`src/rtl/i2s_clk_gen.sv`:
```
`default_nettype none
// ============================================================================
//  Module   : i2s_clk_gen
//  Purpose  : Audio bit/word clock generator. One phase-locked counter chain
//             (pcnt inside a bit, bcnt inside a frame) produces BCLK, LRCK
//             and single-cycle strobes. LRCK edges always coincide with BCLK
//             falling edges.
//  Ports    : clk_12Mhz  - master clock (12.288 MHz)
//             reset_n    - asynchronous active-low reset
//             en         - synchronous run enable
//             i2s_mode   - 1 = I2S framing, 0 = left-justified
//             bclk       - bit clock, 50 % duty
//             lrck       - word select (0 = left, 1 = right)
//             rx_stb     - bclk rises at the next edge (sample point)
//             tx_stb     - bclk falls at the next edge (drive point)
//             frame_stb  - next edge starts a new frame
//             chan       - current slot channel
//             bit_idx    - bit position inside the current slot
//  Revision : 1.0 - initial release
// ============================================================================
module i2s_clk_gen #(
    parameter  int BCLK_DIV   = 8,
    parameter  int FRAME_BITS = 32,
    localparam int HALF       = FRAME_BITS / 2,
    localparam int IDXW       = (HALF > 1) ? $clog2(HALF) : 1
) (
    input  logic            clk_12Mhz,
    input  logic            reset_n,
    input  logic            en,
    input  logic            i2s_mode,
    output logic            bclk,
    output logic            lrck,
    output logic            rx_stb,
    output logic            tx_stb,
    output logic            frame_stb,
    output logic            chan,
    output logic [IDXW-1:0] bit_idx
);

    localparam int PW = $clog2(BCLK_DIV);
    localparam int BW = $clog2(FRAME_BITS);

    localparam logic [PW-1:0] C_P_LAST = PW'(BCLK_DIV - 1);
    localparam logic [PW-1:0] C_P_HIGH = PW'(BCLK_DIV / 2);
    localparam logic [PW-1:0] C_P_RISE = PW'(BCLK_DIV / 2 - 1);
    localparam logic [BW-1:0] C_B_LAST = BW'(FRAME_BITS - 1);
    localparam logic [BW-1:0] C_HALF   = BW'(HALF);
    localparam logic [BW-1:0] C_HALF_M1 = BW'(HALF - 1);

    // Elaboration-time parameter checks
    if ((BCLK_DIV < 2) || ((BCLK_DIV % 2) != 0)) begin : g_bad_bclk_div
        $error("i2s_clk_gen: BCLK_DIV must be even and >= 2");
    end
    if ((FRAME_BITS < 4) || ((FRAME_BITS % 2) != 0)) begin : g_bad_frame_bits
        $error("i2s_clk_gen: FRAME_BITS must be even and >= 4");
    end

    logic [PW-1:0] r_pcnt;
    logic [BW-1:0] r_bcnt;
    logic          r_mode;

    logic [PW-1:0] w_pcnt_nxt;
    logic [BW-1:0] w_bcnt_nxt;
    logic          w_mode_nxt;
    logic          w_chan_nxt;
    logic          w_lrck_lj;
    logic          w_lrck_i2s;

    // Next counter state; a stop forces the chain back to (0,0) so the
    // first frame after re-enable is complete and aligned.
    always_comb begin
        w_pcnt_nxt = '0;
        w_bcnt_nxt = '0;
        if (en) begin
            if (r_pcnt == C_P_LAST) begin
                w_pcnt_nxt = '0;
                w_bcnt_nxt = (r_bcnt == C_B_LAST) ? '0 : r_bcnt + BW'(1);
            end else begin
                w_pcnt_nxt = r_pcnt + PW'(1);
                w_bcnt_nxt = r_bcnt;
            end
        end
    end

    // The mode only changes while stopped or on the frame boundary, where
    // both framings give lrck=0, so a switch never produces a short pulse.
    always_comb begin
        w_mode_nxt = (!en || frame_stb) ? i2s_mode : r_mode;
        w_chan_nxt = (w_bcnt_nxt >= C_HALF);
        w_lrck_lj  = w_chan_nxt;
        // ((bcnt+1) mod FRAME_BITS) >= HALF without a wider adder
        w_lrck_i2s = (w_bcnt_nxt >= C_HALF_M1) && (w_bcnt_nxt != C_B_LAST);
    end

    // Outputs are computed from the next counter state so the registered
    // values always describe the counters held in the same cycle.
    always_ff @(posedge clk_12Mhz or negedge reset_n) begin
        if (!reset_n) begin
            r_pcnt    <= '0;
            r_bcnt    <= '0;
            r_mode    <= 1'b0;
            bclk      <= 1'b0;
            lrck      <= 1'b0;
            rx_stb    <= 1'b0;
            tx_stb    <= 1'b0;
            frame_stb <= 1'b0;
            chan      <= 1'b0;
            bit_idx   <= '0;
        end else begin
            r_pcnt    <= w_pcnt_nxt;
            r_bcnt    <= w_bcnt_nxt;
            r_mode    <= w_mode_nxt;
            bclk      <= en && (w_pcnt_nxt >= C_P_HIGH);
            lrck      <= en && (w_mode_nxt ? w_lrck_i2s : w_lrck_lj);
            rx_stb    <= en && (w_pcnt_nxt == C_P_RISE);
            tx_stb    <= en && (w_pcnt_nxt == C_P_LAST);
            frame_stb <= en && (w_pcnt_nxt == C_P_LAST) && (w_bcnt_nxt == C_B_LAST);
            chan      <= en && w_chan_nxt;
            bit_idx   <= en ? IDXW'(w_chan_nxt ? w_bcnt_nxt - C_HALF : w_bcnt_nxt) : '0;
        end
    end

endmodule
`default_nettype wire

```
`config.mk`:
```
export PLATFORM = sky130hd
export DESIGN_NAME = i2s_clk_gen
export DESIGN_NICKNAME = d
export VERILOG_FILES = /design/src/rtl/i2s_clk_gen.sv
export SDC_FILE = /design/constraint.sdc
export NUM_CORES = 1
export LEC_CHECK = 0
export CAP_MARGIN = 5
export CORE_AREA = 2 2 41 43
export CTS_BUF_LIST = sky130_fd_sc_hd__clkbuf_8 sky130_fd_sc_hd__clkbuf_16
export DETAILED_ROUTE_END_ITERATION = 10
export DIE_AREA = 0 0 43 45
export GPL_TIMING_DRIVEN = 0
export PLACE_DENSITY = 0.8
export SETUP_SLACK_MARGIN = 0.5
export SLEW_MARGIN = 20
export SYNTH_ARGS = -nofsm -noshare
export SYNTH_HDL_FRONTEND = slang
export SYNTH_SLANG_ARGS = --single-unit
```
`constraint.sdc`:
```
create_clock -name clk_12Mhz -period 4.7 [get_ports clk_12Mhz]
set_input_delay 0.94 -clock clk_12Mhz [delete_from_list [all_inputs] [get_ports clk_12Mhz]]
set_output_delay 0.94 -clock clk_12Mhz [all_outputs]
set_load 0.05 [all_outputs]
```
==> results.txt <==
- Counting along the longest clock path gives a buffer depth of 2.
* Slowest stage cell on the critical path: sky130_fd_sc_hd__clkdlybuf4s50_1
- Yosys warning count: 0
- Post-synthesis cell area: between 700 and 800 µm²
- Multi-input gate area: about 310 µm²
* Ordered cell list for the critical path: buf_4 -> clkdlybuf4s50_1
- In the routed design, unresolved DRC markers number 0.
* Number of setup buffers added after CTS: 0
- Count of buffers from port buffering: 13
- Final wirelength: roughly 1100 µm
* Clock-pin slew on the worst setup and hold paths: 0.06 ns
- Measured along the y axis, the die boundary spans about 45 µm.
* Detailed Routing Iterations Pass 1: 5
- RSZ-0062 raised after global routing: false
- Across every metal layer, demand over resource in global routing totals 0.144.
- CTS root buf: sky130_fd_sc_hd__clkbuf_8
* Initial DRC Count: 7
* Largest driver fanout on the critical path: 6
- Residual antenna-violating net count after detailed routing: 0
* Storage element area: approximately 400 µm²
* Cell accounting for the most synthesized area: sky130_fd_sc_hd__dfrtp_1
- After the flow finishes, the layout carries non-filler instances totaling a little over 90.
- The analysis attributes to net switching a power of between 0.00006 and 0.00007 W.
- Standard-cell rows: 14
- At the end of the flow the core is filled with cells to 0.637.
- Between clock sinks in the finished design, the worst skew comes to just under 0.003 ns.
* Maximum number of pins on one net before global-route repair: 17
* Setup slack at placement: around 2.2 ns
* I/O pin cnt: 14
* Total count of hold-check failures in the final report: 0
* Required time at the worst-slack endpoint: about 3.8 ns
- Worst slack on hold paths: 0.488 ns
- Top cell type's share of synthesized area: 0.547
- Fmax achieved: 393 MHz
* Critical path arrival: around 1.6 ns
- The via count of the first global-routing pass was roughly 460.
* Share of final-layout standard cells stronger than drive strength 1: 0.171
- Vias per cell: roughly 5.2
- Relative to the synthesized area, the layout overhead comes to 28.0%.
* Slew Limit Fails: 0
- Number of nets in the finished design: 85
- In the finished design, the share of the clock period the worst path needs comes to 0.541.
* # hold bufs at CTS: 0
* Mean instance size in the synthesized netlist: 12.4 µm²
* Setup slack on the worst flop-to-flop path: around 2.7 ns
* Number of synthesized register bits: 16
* CP max stage delay: slightly below 0.8 ns
* Share of total power in sequential cells: 0.494
* Initial standard-cell utilization of the core: 0.497
- Internal power component: ~0.00023 W
* Power Density: 316 nW/µm²
* Clock sinks: 16
- Largest delay share family, worst path: buffers and inverters
* Antenna violations before repair: 0
- Clock tree from TritonCTS: done
- The final route contains about 480 vias.
- Setup slack closes at around 2.2 ns.
- Portion of total power attributed to combinational logic: 0.110
- Actual slew at the worst max-slew pin: about 0.68 ns
* Proportion of power drawn by the clock network: 0.395
* Classification of the worst setup path: register to primary output
- Of the synthesized area, sequential elements account for 0.547.
* Fraction of power spent switching nets: 0.220
- Max VDD drop: between 0.0002 and 0.0003 V
* Standard cell core area: around 1500 µm²
* Insertion delay to the later sink of the worst-skew pair: between 0.2 and 0.25 ns
- Max_cap viols: 0
- # resized after CTS: 0
* Type of element capturing the critical path: primary output
- The HPWL after detailed placement is approximately 780 µm.
- Synthesis handed over a netlist of 59 instances.
- Outcome: finished, final reports clean
- Antenna Cells: 0
* Residual overflow from global routing: 0
* Startpoint class of the critical path: register
- At the end of routability-driven placement, the weighted congestion stood at approximately 0.70.
- Fill cells in the final layout number about 120.
- Static Leak: ~0.45 nW
- Width of the chip: about 43 µm
- First-pass GRT wire length: between 2000 and 2500 µm
* HP Class: register to register
- DP Cell Count: 88
- The netlist uses 25 different library cells.
- The number of buffers and inverters on the critical path is 2.
- Detail-routed net length per standard cell: 12.4 µm
- Number of H-tree branching levels: 1
- Setup TNS: 0 ns
- Total nets after synthesis: 67
* Inserted Clock Buffers: 3
* Slew headroom: 0.542
- Top cells by area, synth: sky130_fd_sc_hd__dfrtp_1 55%, sky130_fd_sc_hd__ha_1 6.8%, sky130_fd_sc_hd__nor2_1 4.1%
* Number of failing setup endpoints in the final timing report: 0
- The die covers between 1500 and 2000 µm².
- The smallest clock period supported by the final layout is computed as around 2.5 ns.
==> per-stage QoR <==
step           total power, W  area, µm²
2_1_floorplan        0.000169        732
3_3_place_gp         0.000181        882
3_5_place_dp         0.000182        882
4_1_cts              0.000299        937
5_1_grt              0.000310        937
6_report             0.000296        937
==> sequential cells by signal, indices dropped and copies added (netlist names) <==
register and flops:
bit_idx 3, r_mode 1, lrck 1, frame_stb 1, r_bcnt 4, rx_stb 1, r_pcnt 2, chan 1
tx_stb 1, bclk 1
==> layout make-up <==
cell class,count,area share
Buffer,2,0.0200
Timing Repair Buffer,13,0.139
Clock buffer,4,0.0587
Sequential cell,16,0.427
Multi-Input combinational cell,41,0.334
Tap cell,16,0.0214
==> per-layer routing <==
layer | vias to the layer above | track usage | wire length (µm)
li1 | 236 | - | -
met1 | 228 | 0.206 | 527
met2 | 16 | 0.206 | 534
met3 | 2 | 0.0360 | 56
met4 | 0 | 0.0727 | 20
met5 | - | 0 | 0
==> logic make-up after synthesis <==
| family | Yosys count | share of synthesized area |
|---|---|---|
| flip-flops | 16 | 0.547 |
| multiplexers | 3 | 0.0479 |
| AND/OR/NAND/NOR | 26 | 0.221 |
| AO/OA/AOI/OAI | 5 | 0.0547 |
| buffers and inverters | 2 | 0.0256 |
| XOR/XNOR | 3 | 0.0359 |
| adder cells (fa/ha/maj) | 4 | 0.0684 |
==> Yosys cell counts (all sizes together) <==
master,instances
dfrtp,16
nor2,9
ha,4
nand2,4
nor2b,3
a21boi,2
and2,2
and3,2
and4,2
buf,2
mux2i,2
xor2,2
a32oi,1
and4bb,1
mux2,1
nand2b,1
nand4,1
nor3b,1
o21a,1
o21ai,1
xnor2,1
==> placed cells by master, fill, tap and decap left out <==
cell                              count
sky130_fd_sc_hd__buf_4                1
sky130_fd_sc_hd__mux2_4               1
sky130_fd_sc_hd__nor3b_4              1
sky130_fd_sc_hd__xor2_1               2
sky130_fd_sc_hd__and3_1               2
sky130_fd_sc_hd__dfrtp_1             16
sky130_fd_sc_hd__nand2_1              4
sky130_fd_sc_hd__a21boi_2             1
sky130_fd_sc_hd__nand4_1              1
sky130_fd_sc_hd__and4_1               2
sky130_fd_sc_hd__clkdlybuf4s50_1     13
sky130_fd_sc_hd__nor2_1               8
sky130_fd_sc_hd__ha_1                 4
sky130_fd_sc_hd__clkbuf_8             4
sky130_fd_sc_hd__buf_6                1
sky130_fd_sc_hd__o21a_1               1
sky130_fd_sc_hd__nor2b_2              2
sky130_fd_sc_hd__and2_1               2
sky130_fd_sc_hd__a32oi_1              1
sky130_fd_sc_hd__mux2i_1              2
sky130_fd_sc_hd__xnor2_1              1
sky130_fd_sc_hd__nor2_2               1
sky130_fd_sc_hd__nand2b_1             1
sky130_fd_sc_hd__o21ai_0              1
sky130_fd_sc_hd__a21boi_1             1
sky130_fd_sc_hd__and4bb_2             1
sky130_fd_sc_hd__nor2b_1              1
==> path summary, 6_finish.rpt <==
kind	from	endpoint	depth (start not counted)
max	r_bcnt[0]	bit_idx[0]	2
min	r_pcnt[0]	r_pcnt[0]	1
max reg2reg	r_bcnt[0]	lrck	8
min reg2reg	r_pcnt[0]	r_pcnt[0]	1
max in group asynchronous	reset_n	r_bcnt[2]	1
min in group asynchronous	reset_n	bit_idx[2]	1
==> power by group through the flow <==
stage	logic, W	registers, W	clock network [W]
after floorplan	0.0000119	0.000157	0
after global routing	0.0000356	0.000147	0.000127
final	0.0000326	0.000146	0.000117
after global placement	0.0000326	0.000149	0
after CTS	0.0000330	0.000146	0.000120
after detailed placement	0.0000328	0.000149	0
No activity file was read; power rests on OpenSTA's default activity.
